**config.mk**
```make
export PLATFORM = sky130hd
export DESIGN_NAME = cls_text_feed_fsm
export DESIGN_NICKNAME = d
export VERILOG_FILES = /design/src/rtl/cls_text_feed_fsm.sv
export SDC_FILE = /design/constraint.sdc
export NUM_CORES = 1
export LEC_CHECK = 0
export ABC_AREA = 1
export CAP_MARGIN = 30
export CORE_MARGIN = 10
export CORE_UTILIZATION = 30
export CTS_CLUSTER_DIAMETER = 200
export CTS_CLUSTER_SIZE = 40
export DETAILED_ROUTE_END_ITERATION = 8
export REMOVE_ABC_BUFFERS = 1
export SETUP_SLACK_MARGIN = 0.1
export SYNTH_ARGS = -nofsm -noshare
export SYNTH_HDL_FRONTEND = slang
export SYNTH_SLANG_ARGS = --single-unit
```
**constraint.sdc**
```tcl
create_clock -name i_ext_spi_clk_x -period 2.4 [get_ports i_ext_spi_clk_x]
set_clock_uncertainty 0.05 [all_clocks]
set_input_delay 0.48 -clock i_ext_spi_clk_x [delete_from_list [all_inputs] [get_ports i_ext_spi_clk_x]]
set_output_delay 0.48 -clock i_ext_spi_clk_x [all_outputs]
set_load 0.01 [all_outputs]
```
**src/rtl/cls_text_feed_fsm.sv**
```systemverilog
// cls_text_feed_fsm: latches two 16-char lines and sequences clear/line1/line2 strobes to the PMOD CLS driver.
// Define CLS_FEED_CLEAR_EACH_REDRAW_EN to issue a clear before every redraw, not only after reset.
module cls_text_feed_fsm #(
  parameter int parm_fast_simulation = 0,
  parameter int FCLK_ce = 2500000,
  parameter int P_REFRESH_MS = 1000
) (
  input  logic         i_ext_spi_clk_x,
  input  logic         i_srst,
  input  logic         i_spi_ce_4x,
  input  logic         i_cls_command_ready,
  output logic         o_cls_wr_clear_display,
  output logic         o_cls_wr_text_line1,
  output logic         o_cls_wr_text_line2,
  output logic [127:0] o_cls_txt_ascii_line1,
  output logic [127:0] o_cls_txt_ascii_line2,
  input  logic [127:0] i_dat_ascii_line1,
  input  logic [127:0] i_dat_ascii_line2,
  input  logic         i_dat_update,
  output logic         o_busy
);
  localparam logic [3:0] ST_FEED_BOOT    = 4'd0;
  localparam logic [3:0] ST_FEED_CLR_CMD = 4'd1;
  localparam logic [3:0] ST_FEED_CLR_ACK = 4'd2;
  localparam logic [3:0] ST_FEED_SNAP    = 4'd3;
  localparam logic [3:0] ST_FEED_L1_CMD  = 4'd4;
  localparam logic [3:0] ST_FEED_L1_ACK  = 4'd5;
  localparam logic [3:0] ST_FEED_L2_CMD  = 4'd6;
  localparam logic [3:0] ST_FEED_L2_ACK  = 4'd7;
  localparam logic [3:0] ST_FEED_IDLE    = 4'd8;
  localparam int c_full = FCLK_ce / 1000 * P_REFRESH_MS;
  localparam logic [23:0] c_refresh = 24'((parm_fast_simulation != 0) ? c_full / 100 : c_full);
`ifdef CLS_FEED_CLEAR_EACH_REDRAW_EN
  localparam logic [3:0] ST_REDRAW = ST_FEED_CLR_CMD;
`else
  localparam logic [3:0] ST_REDRAW = ST_FEED_SNAP;
`endif

  logic [3:0]   state_q, state_d;
  logic [23:0]  tmr_q;
  logic [1:0]   ack_q;
  logic         pend_q;
  logic         clr_q, l1_q, l2_q, clr_d, l1_d, l2_d;
  logic [127:0] txt1_q, txt2_q;
  logic         rdy, lost, tmo, is_ack;

  assign rdy    = i_cls_command_ready;
  // ready still high on the fourth ACK cycle means the driver never took the command
  assign lost   = (ack_q == 2'd3) && rdy;
  assign tmo    = tmr_q == c_refresh - 24'd1;
  assign is_ack = (state_q == ST_FEED_CLR_ACK) || (state_q == ST_FEED_L1_ACK) || (state_q == ST_FEED_L2_ACK);

  always_comb begin
    state_d = state_q;
    clr_d   = 1'b0;
    l1_d    = 1'b0;
    l2_d    = 1'b0;
    case (state_q)
      ST_FEED_BOOT:    state_d = rdy ? ST_FEED_CLR_CMD : ST_FEED_BOOT;
      ST_FEED_CLR_CMD: begin
        clr_d   = rdy;
        state_d = rdy ? ST_FEED_CLR_ACK : ST_FEED_CLR_CMD;
      end
      ST_FEED_CLR_ACK: state_d = !rdy ? ST_FEED_SNAP : lost ? ST_FEED_CLR_CMD : ST_FEED_CLR_ACK;
      ST_FEED_SNAP:    state_d = ST_FEED_L1_CMD;
      ST_FEED_L1_CMD:  begin
        l1_d    = rdy;
        state_d = rdy ? ST_FEED_L1_ACK : ST_FEED_L1_CMD;
      end
      ST_FEED_L1_ACK:  state_d = !rdy ? ST_FEED_L2_CMD : lost ? ST_FEED_L1_CMD : ST_FEED_L1_ACK;
      ST_FEED_L2_CMD:  begin
        l2_d    = rdy;
        state_d = rdy ? ST_FEED_L2_ACK : ST_FEED_L2_CMD;
      end
      ST_FEED_L2_ACK:  state_d = !rdy ? ST_FEED_IDLE : lost ? ST_FEED_L2_CMD : ST_FEED_L2_ACK;
      ST_FEED_IDLE:    state_d = (pend_q || tmo) ? ST_REDRAW : ST_FEED_IDLE;
      default:         state_d = ST_FEED_BOOT;
    endcase
  end

  always_ff @(posedge i_ext_spi_clk_x) begin
    if (i_srst) begin
      state_q <= ST_FEED_BOOT;
      tmr_q   <= '0;
      ack_q   <= '0;
      pend_q  <= 1'b0;
      clr_q   <= 1'b0;
      l1_q    <= 1'b0;
      l2_q    <= 1'b0;
      txt1_q  <= {16{8'h20}};
      txt2_q  <= {16{8'h20}};
    end else if (i_spi_ce_4x) begin
      state_q <= state_d;
      clr_q   <= clr_d;
      l1_q    <= l1_d;
      l2_q    <= l2_d;
      tmr_q   <= (state_d != state_q) ? '0 : (state_q == ST_FEED_IDLE) ? tmr_q + 24'd1 : tmr_q;
      ack_q   <= (is_ack && state_d == state_q) ? ack_q + 2'd1 : 2'd0;
      // an update landing on the SNAP entry edge must not be lost, so set wins over clear
      pend_q  <= i_dat_update ? 1'b1 : (state_d == ST_FEED_SNAP && state_q != ST_FEED_SNAP) ? 1'b0 : pend_q;
      if (state_q == ST_FEED_SNAP) begin
        txt1_q <= i_dat_ascii_line1;
        txt2_q <= i_dat_ascii_line2;
      end
    end
  end

  assign o_cls_wr_clear_display = clr_q;
  assign o_cls_wr_text_line1    = l1_q;
  assign o_cls_wr_text_line2    = l2_q;
  assign o_cls_txt_ascii_line1  = txt1_q;
  assign o_cls_txt_ascii_line2  = txt2_q;
  assign o_busy                 = state_q != ST_FEED_IDLE;
endmodule
```
==> impl_metrics.yaml, run 1 <==
setup_path:
  startpoint_type: "flip-flop"
  cp-end-kind: "output pin"
  critical_path_arrival_ns: 1.67
  required_ns: 1.87
  path_max_fanout: 5
  worstSetupPathType: "flip-flop to output pin"
global_route:
  grt_overflow: 0
  grt_pass1_wl_mm: 68.5
  antenna_found_initial: 16
  gr-usage-met2_pct: 33.8
  grt_max_degree: 97
  met1_usage_pct: 20.9
  busiest_layer: "met2"
  grt_pass1_vias: 11095
  track_usage_pct: 19.4
  grt_util_met3_pct: 8.25
yosys:
  synth_top_area_share_pct: 52.3
  synth_xor_area_share_pct: 1.50
  ys_dominant_reg_cell: "dfxtp_1"
  ys_seq_area_share_pct: 52.3
  postSynthCellCount: 1514
  yosys.area_share.adder_pct: 0.226
  syn-mean-instance-area_um2: 7.33
  synthTopCellsByCount: "nor2_1, dfxtp_1, o21ai_0"
  ys_ff_latch: 290
  synth_most_common_cell: "nor2_1"
  synth_area_leaders: "dfxtp_1, nor2_1, o21ai_0"
  synth_top_area_cell: "dfxtp_1"
  synthMuxAreaShare_pct: 0
  synthesis.area_um2: 11100
  synth_edf_count: 0
  synth_top_family_by_area: "simple AND/OR/NAND/NOR gates"
  synthSimpleGateAreaFrac_pct: 27.8
  yosys_warnings: 0
  synth_compound_area_share_pct: 12.5
  synthArstFlopShare_pct: 0
  yosysUniqueCellTypes: 27
layout:
  nFillCells: 3588
  area_growth_pct: 55.9
  finalNonFillerCells: 2450
  nets: 2242
  final_core_util_pct: 47.4
  final_layout_size_suffix_gt1_share_pct: 3.54
clocking:
  cts_tree: "built"
  clk_pin_slew_ns: 0.14
  root_buffer: "clkbuf_16"
  numClockSinks: 290
  cts_htree_levels: 1
  cts_buffer_depth: 3
  hold_buffers: 0
  cts_buffers: 11
  clock_latency_ns: 0.50
pwr:
  ir_drop_v: 0.000503
  power_density_nw_per_um2: 511
  total_power_w: 0.00884
  leakagePower_nw: 7.30
timing:
  fin_crit_sh_pct: 91.7
  hold_slack_ns: 0.422
  layout_min_cycle_time_ns: 2.20
  drv_slew: 0
  fmax_mhz: 454
  max_slew.worst_pin.slew_ns: 0.557
  relSlewSlack_pct: 62.9
  rsz0062_at_grt: "false"
  hold_viol_final: 0
  setup_viol: 0
min_path:
  hp-class: "flip-flop to flip-flop"
detailed_routing:
  wl_per_cell_um: 19.1
  drt-pass1-iter-count: 5
  routed_wl_mm: 46.7
  drtAntennaViolNets: 0
  vias_per_cell: 4.66
  drc: 0
  vias: 11412
  drt-initial-drc-count: 771
place:
  dp_cells: 2430
  gp_congestion: 0.884
  port_buffers: 520
  hpwl_mm: 35.1
floorplanning:
  fp.coreArea_um2: 36500
  start_util_pct: 30.4
  die_x_um: 212
  dieArea_um2: 45100
  boundaryPins: 521
  rows: 70
  die_h_um: 212
job:
  maxCapViolCount: 0
run_status:
  outcome: "complete, no violations"
## cell type report
cell class                      instances  area [um^2]  area share (%)
Antenna cell                            4         10.0          0.0578
Clock buffer                           11          275            1.59
Clock inverter                          1         30.0           0.174
Inverter                               54          234            1.35
Multi-Input combinational cell       1065         4680            27.1
Sequential cell                       290         5820            33.6
Tap cell                              468          586            3.38
Timing Repair Buffer                  557         5670            32.8
## registers in the layout, indices dropped and copies added (netlist names)
signal	flops
o_cls_txt_ascii_line1	128
o_cls_txt_ascii_line2	128
tmr_q	24
state_q	4
ack_q	2
o_cls_wr_clear_display	1
o_cls_wr_text_line1	1
o_cls_wr_text_line2	1
pend_q	1
## logic make-up (layout without fill, tap and decap cells)
logic type,after synthesis,count (layout)
AOI/OAI and AO/OA,274,274
buffers and inverters,159,623
adders and majority gates,2,2
xor gates and xnor gates,19,19
DFF,290,290
other,0,4
and+or+nand+nor,770,770
## stage by stage
step	setup TNS [ns]	setup slack (ns)	cell area, um^2
6_report	0	0.199	17300
5_1_grt	0	0.0975	17300
3_3_place_gp	-1.32	-0.0669	16900
4_1_cts	0	0.153	17200
2_1_floorplan	-3374.53	-13.12	10700
3_5_place_dp	-2.33	-0.116	16900
## placed cells by master (no fill, tap or decap), types with 2 or more instances in the layout
| cell | synthesis | routed |
|---|---|---|
| o21ai_0 | 234 | 234 |
| xnor2_1 | 8 | 8 |
| clkdlybuf4s50_1 | 0 | 518 |
| nand3_2 | 2 | 2 |
| buf_12 | 0 | 15 |
| xor2_1 | 11 | 11 |
| clkbuf_16 | 0 | 11 |
| dfxtp_2 | 0 | 5 |
| nor2_1 | 505 | 502 |
| o211ai_1 | 2 | 2 |
| nand4_1 | 12 | 12 |
| inv_1 | 50 | 48 |
| clkinv_16 | 0 | 2 |
| nor3_1 | 11 | 11 |
| diode_2 | 0 | 4 |
| nand3_1 | 100 | 100 |
| a21oi_1 | 35 | 35 |
| dfxtp_1 | 290 | 284 |
| nand2_1 | 136 | 136 |
| inv_2 | 4 | 4 |
| nor2_2 | 1 | 3 |
| buf_4 | 1 | 21 |
## path summary, 6_finish.rpt
check	start	to	cells after the start	slack [ns]
setup / recovery	state_q[0]$_SDFFE_PP0P_	o_busy	5	0.20
hold / removal	o_cls_txt_ascii_line1[37]$_SDFFE_PP1P_	o_cls_txt_ascii_line1[37]$_SDFFE_PP1P_	2	0.42
setup reg to reg	tmr_q[14]$_SDFFE_PP0P_	tmr_q[1]$_SDFFE_PP0P_	12	0.31
hold reg to reg	o_cls_txt_ascii_line1[37]$_SDFFE_PP1P_	o_cls_txt_ascii_line1[37]$_SDFFE_PP1P_	2	0.42
## per-layer routing
metal	up-vias	share of wire (%)	wire length, um
li1	5765	-	-
met3	75	9.1	4260
met2	321	50	23300
met4	28	3.2	1510
met5	-	0.40	186
met1	5223	37	17500
## what timing repair did
action                     CTS  global route
gates resized for setup      4            11
setup buffers                0             4
setup endpoints to repair    1            26
pin swaps                    0             2
## critical path, stage by stage (launching register included)
cell and delay (ns):
dfxtp_4 0.39, nor2_2 0.15, nand2_1 0.09, nor2_2 0.14
inv_1 0.09, dlygate4sd2_1 0.31
## power by group
part	total [W]	switching [W]	internal [W]
clock	0.00244	0.00157	0.000864
combinational	0.00133	0.000584	0.000746
sequential	0.00507	0.000119	0.00495
total	0.00884	0.00228	0.00656
(Power assumes the default switching activity.)
==> inputs of run 2 (changes only) <==
REMOVE_ABC_BUFFERS = default   (was 1)
==> run 2 against run 1 <==
  * Clock power about the same
  * Final area is 0.16% higher
  * Maximum frequency is 0.77% higher
  * Critical endpoint unchanged
  * Largest power group unchanged
==> impl_metrics.yaml, run 2 (synthesized netlist as in run 1, its figures left out) <==
pwr:
  total_power_w: 0.00881
  ir_drop_v: 0.000521
  leakagePower_nw: 7.30
  power_density_nw_per_um2: 509
min_path:
  min_from: "i_spi_ce_4x"
  whs_endpoint: "ack_q[1]$_SDFFE_PP0P_"
  hold_depth: 5
  hp-class: "input port to flip-flop"
clocking:
  cts_buffer_depth: 3
  clock_latency_ns: 0.51
  post_cts_buffers: 0
  clk_pin_slew_ns: 0.16
  cts_htree_levels: 1
  numClockSinks: 290
  cts_tree: "built"
  cts_buffers: 11
  root_buffer: "clkbuf_16"
place:
  gp_congestion: 0.916
  dp_cells: 2435
  hpwl_mm: 36.4
  port_buffers: 520
timing:
  drv_slew: 0
  rsz0062_at_grt: "false"
  fin_crit_sh_pct: 91.0
  fmax_mhz: 458
  setup_viol: 0
  hold_viol_final: 0
  max_slew.worst_pin.slew_ns: 0.635
  layout_min_cycle_time_ns: 2.18
  relSlewSlack_pct: 57.6
setup_path:
  cpLargestDelayFamily: "flip-flops"
  startpoint_type: "flip-flop"
  cp.buffers_inverters: 2
  critPathMaxStageDelay_ns: 0.42
  worstSetupPathType: "flip-flop to output pin"
  reg2reg_slack_ns: 0.31
  critPathSlowestCell: "dfxtp_4"
  reg2reg_depth: 8
  critical_path_arrival_ns: 1.65
  path_max_fanout: 9
  cp-end-kind: "output pin"
  r2r-end: "o_cls_txt_ascii_line2[23]$_SDFFE_PP0P_"
  required_ns: 1.87
  crit-reg2reg-launch: "state_q[3]$_SDFFE_PP0P_"
  critical_path.cell_chain: "nor2_4, nand2_1, nor2_2, inv_1, dlygate4sd2_1"
floorplanning:
  rows: 70
  fp.coreArea_um2: 36500
  boundaryPins: 521
  dieArea_um2: 45100
  die_x_um: 212
  start_util_pct: 30.4
  die_h_um: 212
detailed_routing:
  drt-initial-drc-count: 659
  drtAntennaViolNets: 0
  vias: 11539
  drt-pass1-iter-count: 4
  drc: 0
  vias_per_cell: 4.70
  routed_wl_mm: 47.1
  wl_per_cell_um: 19.2
job:
  maxCapViolCount: 0
layout:
  layout_commonest_cell: "clkdlybuf4s50_1"
  area_growth_pct: 56.2
  layout_common_cells: "clkdlybuf4s50_1, nor2_1, dfxtp_1, o21ai_0, nand2_1"
  finalNonFillerCells: 2453
  final_core_util_pct: 47.5
  final_layout_size_suffix_gt1_share_pct: 3.49
  nets: 2243
global_route:
  antenna_found_initial: 12
  grt_max_degree: 108
  grt_pass1_wl_mm: 69.3
  grt_overflow: 0
  grt_pass1_vias: 10984
  track_usage_pct: 19.7
yosys:
  synth_nets: 1777
run_status:
  outcome: "complete, no violations"
run 2: worst max path at each step:
stage	startpoint	end	slack, ns	depth (start not counted)
finish	state_q[0]$_SDFFE_PP0P_	o_busy	0.22	5
global route	state_q[3]$_SDFFE_PP0P_	o_busy	0.11	4
CTS	state_q[0]$_SDFFE_PP0P_	o_busy	0.10	5
detailed placement	i_cls_command_ready	tmr_q[8]$_SDFFE_PP0P_	-0.12	12
global placement	i_cls_command_ready	tmr_q[8]$_SDFFE_PP0P_	-0.04	12
floorplan	i_cls_command_ready	tmr_q[18]$_SDFFE_PP0P_	0.34	13
run 2: what timing repair did:
action,4_1_cts,5_1_grt
hold endpoints to repair,0,0
endpoints found under the setup margin,1,27
hold buffers,0,0
gates resized for setup,4,7
pin swaps,0,0
gates cloned,0,0
run 2: final cells by class:
| type | count | area, um^2 |
|---|---|---|
| diodes | 6 | 15.0 |
| clock buffers | 11 | 275 |
| clock inverters | 1 | 30.0 |
| fillers | 3599 | 19200 |
| inverters | 54 | 215 |
| multi-input cells | 1065 | 4690 |
| flip-flops and latches | 290 | 5810 |
| well taps | 468 | 586 |
| repair buffers | 558 | 5710 |
run 2: per-stage QoR:
| stage | worst slack (ns) | area [um^2] | setup TNS [ns] | hold WS (ns) |
|---|---|---|---|---|
| floorplan | 0.343 | 11100 | 0 | 0.393 |
| global placement | -0.0406 | 17000 | -0.861 | 0.388 |
| detailed placement | -0.117 | 17000 | -2.27 | 0.391 |
| CTS | 0.102 | 17300 | 0 | 0.360 |
| global route | 0.114 | 17300 | 0 | 0.380 |
| finish | 0.216 | 17300 | 0 | 0.388 |
run 2: worst min-delay path, delay by kind of cell:
kind,cells,cell delay [ns]
AO/OA/AOI/OAI,1,0.06
buffers and inverters,3,0.32
AND/OR/NAND/NOR,1,0.06
run 2: per-layer routing:
metal  track usage, %  wire (um)
met5                0         53
met4             3.72        838
met3             6.71       3810
met2             35.6      24200
met1             22.2      18200
run 2: where the power goes:
| part | switching (W) | leakage, nW | internal (W) |
|---|---|---|---|
| Combinational | 0.000589 | 4.81 | 0.000750 |
| Clock | 0.00155 | 0.147 | 0.000864 |
| Sequential | 0.000115 | 2.35 | 0.00495 |
==> inputs of run 3 (changes only) <==
CAP_MARGIN = default   (was 30)
CORE_ASPECT_RATIO = 0.5   (was default)
clock period = 2.33 ns   (was 2.4 ns; I/O delays follow)
==> run 3 against run 2 <==
  * Via count shrank 2.0%
  * Die area grew 1.0%
  * Clock power grew 5%
  * Clock-buffer cell count is the same
  * Hold slack lost 0.00065 ns
==> impl_metrics.yaml, run 3 (synthesized netlist as in run 1, its figures left out) <==
detailed_routing:
  drc: 0
  routed_wl_mm: 47.8
  vias: 11306
  wl_per_cell_um: 19.2
  drt-pass1-iter-count: 5
  drtAntennaViolNets: 0
  vias_per_cell: 4.54
  drt-initial-drc-count: 809
timing:
  fin_crit_sh_pct: 89.6
  hold_viol_final: 0
  relSlewSlack_pct: 60.7
  drv_slew: 0
  setup_viol: 0
  layout_min_cycle_time_ns: 2.09
  rsz0062_at_grt: "false"
  max_slew.worst_pin.slew_ns: 0.589
  fmax_mhz: 479
global_route:
  grt_pass1_vias: 10774
  grt_pass1_wl_mm: 69.6
  antenna_found_initial: 2
  grt_max_degree: 106
  grt_overflow: 0
  track_usage_pct: 19.5
clocking:
  clk_pin_slew_ns: 0.15
  cts_buffer_depth: 3
  cts_htree_levels: 1
  root_buffer: "clkbuf_16"
  numClockSinks: 290
  cts_buffers: 11
  clock_latency_ns: 0.51
  cts_tree: "built"
yosys:
  synth_nets: 1777
pwr:
  power_density_nw_per_um2: 524
  total_power_w: 0.00917
  ir_drop_v: 0.000460
  leakagePower_nw: 7.42
layout:
  nets: 2265
  nFillCells: 3620
  final_core_util_pct: 48.3
  layout_commonest_cell: "clkdlybuf4s50_1"
  final_layout_size_suffix_gt1_share_pct: 4.70
  area_growth_pct: 57.8
  layout_common_cells: "clkdlybuf4s50_1, nor2_1, dfxtp_1, o21ai_0, nand2_1"
floorplanning:
  boundaryPins: 521
  die_x_um: 292
  fp.coreArea_um2: 36200
  rows: 49
  start_util_pct: 30.6
  die_h_um: 156
  dieArea_um2: 45500
setup_path:
  required_ns: 1.81
  startpoint_type: "flip-flop"
  critical_path_arrival_ns: 1.57
  cp-end-kind: "output pin"
  path_max_fanout: 8
  worstSetupPathType: "flip-flop to output pin"
place:
  hpwl_mm: 36.8
  port_buffers: 520
  gp_congestion: 0.885
min_path:
  hp-class: "input port to flip-flop"
run_status:
  outcome: "complete, no violations"
job:
  maxCapViolCount: 0
## run 3: routing by layer
layer,vias to the layer above,part of all wire (%),GRT usage (%)
met4,0,2.2,4.50
met5,-,0,0
li1,5818,-,-
met2,169,55,37.5
met1,5272,40,23.0
met3,47,2.6,2.13
## run 3: stage by stage
stage	worst slack (ns)	instances	hold WS [ns]	setup TNS, ns	area [um^2]
floorplan	0.287	1514	0.393	0	11100
global placement	-0.127	2470	0.387	-2.93	17100
detailed placement	-0.177	2470	0.393	-3.72	17100
CTS	0.103	2483	0.341	0	17500
global route	0.105	2489	0.372	0	17500
finish	0.241	2489	0.387	0	17500
## run 3: final timing paths
path	slack, ns	cells past startpoint	from	to
worst min-delay path	0.39	5	i_spi_ce_4x	ack_q[1]$_SDFFE_PP0P_
worst max-delay path	0.24	6	state_q[0]$_SDFFE_PP0P_	o_busy
worst max register to register	0.30	14	tmr_q[7]$_SDFFE_PP0P_	tmr_q[17]$_SDFFE_PP0P_
worst min register to register	0.42	2	o_cls_txt_ascii_line2[37]$_SDFFE_PP1P_	o_cls_txt_ascii_line2[37]$_SDFFE_PP1P_
## run 3: what timing repair did
| action | 4_1_cts | 5_1_grt |
|---|---|---|
| setup buffers | 1 | 2 |
| endpoints found under the hold margin | 0 | 0 |
| pin swaps | 1 | 1 |
| gates resized for setup | 6 | 11 |
| endpoints found under the setup margin | 1 | 113 |
| hold buffers | 0 | 0 |
## run 3: area by class of cell
cell class              count  area (um^2)  area share, %
flip-flops and latches    290         5810           33.2
multi-input cells        1065         4690           26.8
clock buffers              11          275           1.57
repair buffers            580         5860           33.5
clock inverters             1         30.0          0.171
well taps                 484          606           3.46
inverters                  54          224           1.28
diodes                      4         10.0         0.0572
## run 3: worst max-delay path, cell delays in order, from the launching register on
cell and delay (ns):
dfxtp_2 0.36, buf_4 0.17, nor2_4 0.13, nand2_1 0.07
nor2_2 0.12, inv_1 0.08, clkbuf_2 0.13
## run 3: power breakdown
group	switching (W)	internal, W	leakage [nW]
clock network	0.00163	0.000891	0.147
logic	0.000636	0.000805	4.92
registers	0.000111	0.00510	2.35
==> RTL edit: new RTL, flow settings as in run 2 <==
`parm_fast_simulation`: 0 -> 1.
--- a/src/rtl/cls_text_feed_fsm.sv
+++ b/src/rtl/cls_text_feed_fsm.sv
@@ -1,7 +1,7 @@
 // cls_text_feed_fsm: latches two 16-char lines and sequences clear/line1/line2 strobes to the PMOD CLS driver.
 // Define CLS_FEED_CLEAR_EACH_REDRAW_EN to issue a clear before every redraw, not only after reset.
 module cls_text_feed_fsm #(
-  parameter int parm_fast_simulation = 0,
+  parameter int parm_fast_simulation = 1,
   parameter int FCLK_ce = 2500000,
   parameter int P_REFRESH_MS = 1000
 ) (
Check against the original RTL: same outputs for any inputs over 4 cycles, from zero or initial values and one cycle with i_srst high; that may be too few to reach the edited logic, so the function may still have changed.
==> RTL edit against run 2 <==
- sequential cell count did not move
- global-route usage rose by 0.11 points
- critical path depth did not move
- sequential power barely moved
- routed wire length rose by 1.1%
- synthesized area barely moved
- worst setup slack got worse by 0.024 ns
- critical path type unchanged
- core utilization rose by 0.25 points
- register-to-register slack got worse by 0.03 ns
- power rose by 0.77%
- design area rose by 0.52%
==> RTL edit: results (changes against run 2) <==
{
  "status": {
    "status": "finished clean"
  },
  "drt": {
    "detail_route.wl_per_cell": {"value": 19.3, "unit": "µm", "change": "+0.67%"},
    "route.detailed.drc": {"value": 0, "change": "unchanged"},
    "drt_iter0_markers": {"value": 704, "change": "+6.8%"},
    "routed-via-count": {"value": 11406, "change": "-1.2%"},
    "drt_pre_antenna_iters": {"value": 4, "change": "unchanged"}
  },
  "clocking": {
    "largest_buffer_count_on_any_clock_path": {"value": 3, "change": "unchanged"},
    "root_buffer": "clkbuf_16",
    "setup_fix_bufs_post_cts": {"value": 0, "change": "unchanged"},
    "worstSkewPairLatency": {"value": 0.51, "unit": "ns", "change": "about the same"}
  },
  "final_layout": {
    "layoutNonFillerInstCount": {"value": 2463, "change": "+0.41%"},
    "nNetsFinal": {"value": 2251, "change": "+0.36%"},
    "final_layout_size_suffix_gt1_frac": {"value": 0.0403, "change": "+0.00540"}
  },
  "placed_design": {
    "place.gp.congestion": {"value": 0.856, "change": "-6.6%"},
    "dp_cells": {"value": 2443, "change": "+0.33%"},
    "detailed_place.area": {"value": 17100, "unit": "µm²", "change": "+0.44%"},
    "hpwl": {"value": 36700, "unit": "µm", "change": "+0.82%"}
  },
  "synthesis": {
    "compound_gate_fraction_of_synth_area": {"value": 0.123, "change": "-0.00133"},
    "yosys.cell_types.count": {"value": 28, "change": "+3.7%"},
    "postSynth.asyncResetShare": {"value": 0, "change": "unchanged"},
    "syn_area_per_cell": {"value": 7.32, "unit": "µm²", "change": "about the same"},
    "post_synth_xor_area_fraction": {"value": 0.0158, "change": "+0.000793"},
    "most_common_cell_in_the_synthesized_netlist": "nor2_1",
    "synth.yosys.seq_area_share": {"value": 0.523, "change": "about the same"},
    "mappedNetlistNets": {"value": 1778, "change": "+0.056%"},
    "synth_fa_ha_area_frac": {"value": 0.00226, "change": "about the same"},
    "post_synth_most_frequent_cells": "nor2_1 (515), dfxtp_1 (290), o21ai_0 (233)",
    "ys_top_cells_by_area": "dfxtp_1 (52%), nor2_1 (17%), o21ai_0 (11%)"
  },
  "critical_path": {
    "worst-path-max-fanout": {"value": 9, "change": "unchanged"},
    "crit_arrival": {"value": 1.68, "unit": "ns", "change": "+0.03 ns"}
  },
  "worst_hold_path": {
    "min_path_type": "reg -> reg"
  },
  "grt": {
    "globalRouteTotalUtil": {"value": 0.199, "change": "+0.00115"},
    "maximum_number_of_pins_on_one_net_before_global_route_repair": {"value": 87, "change": "-19%"},
    "grt_first_pass_wirelength": {"value": 69000, "unit": "µm", "change": "-0.43%"},
    "grt_antenna_before_repair": {"value": 15, "change": "+3"}
  },
  "power": {
    "max-vdd-ir-drop": {"value": 600, "unit": "µV", "change": "+15%"},
    "power_leakage": {"value": 7.33, "unit": "nW", "change": "+0.37%"}
  },
  "sta": {
    "max-slew-margin-rel": {"value": 0.651, "change": "+0.0742"}
  }
}
RTL edit: power breakdown:
group / switching [W] / internal [W]
clock network: 0.00157 / 0.000864
registers: 0.000121 / 0.00495
logic: 0.000604 / 0.000771
total: 0.00230 / 0.00659
RTL edit: stage by stage:
| stage | setup WS (ns) | hold WS, ns |
|---|---|---|
| after floorplan | 0.481 | 0.393 |
| after global placement | -0.0167 | 0.389 |
| after detailed placement | -0.0669 | 0.391 |
| after CTS | 0.136 | 0.428 |
| after global routing | 0.0866 | 0.444 |
| final | 0.192 | 0.425 |
RTL edit: final timing paths:
path,start,end,slack (ns),cells after the start
setup / recovery,state_q[0]$_SDFFE_PP0P_,o_busy,0.19,5
hold / removal,o_cls_txt_ascii_line2[37]$_SDFFE_PP1P_,o_cls_txt_ascii_line2[37]$_SDFFE_PP1P_,0.43,2
setup reg to reg,tmr_q[0]$_SDFFE_PP0P_,tmr_q[4]$_SDFFE_PP0P_,0.28,15
hold reg to reg,o_cls_txt_ascii_line2[37]$_SDFFE_PP1P_,o_cls_txt_ascii_line2[37]$_SDFFE_PP1P_,0.43,2
RTL edit: cell families (layout without fill, tap and decap cells):
family,after synthesis,after routing
xor+xnor,20,20
flops,290,290
fa+ha+maj,2,2
simple gates,779,779
compound gates,270,270
buf+inv,154,626
other cells,0,8
RTL edit: critical path: stages, from the launching register on:
cell and delay, ns:
dfxtp_4 0.41, nor2_2 0.15, nand2_1 0.11, nor2_4 0.13
inv_2 0.08, dlygate4sd2_1 0.29
RTL edit: area by class of cell:
class	instances	area, µm²
repair buffers	564	5780
flip-flops and latches	290	5820
diodes	8	20.0
well taps	468	586
inverters	50	200
multi-input cells	1071	4720
fillers	3579	19100
clock inverters	1	30.0
clock buffers	11	275
RTL edit: routing by layer:
layer,share of wire,track usage,up-vias
li1,-,-,5790
met1,0.38,0.218,5213
met2,0.50,0.343,322
met3,0.088,0.0779,71
met4,0.035,0.0660,10
met5,0.0018,0,-
RTL edit: what timing repair did:
item | CTS | global route
setup endpoints to repair | 1 | 25
hold buffers | 0 | 0
hold endpoints to repair | 0 | 0
resized for setup | 4 | 11
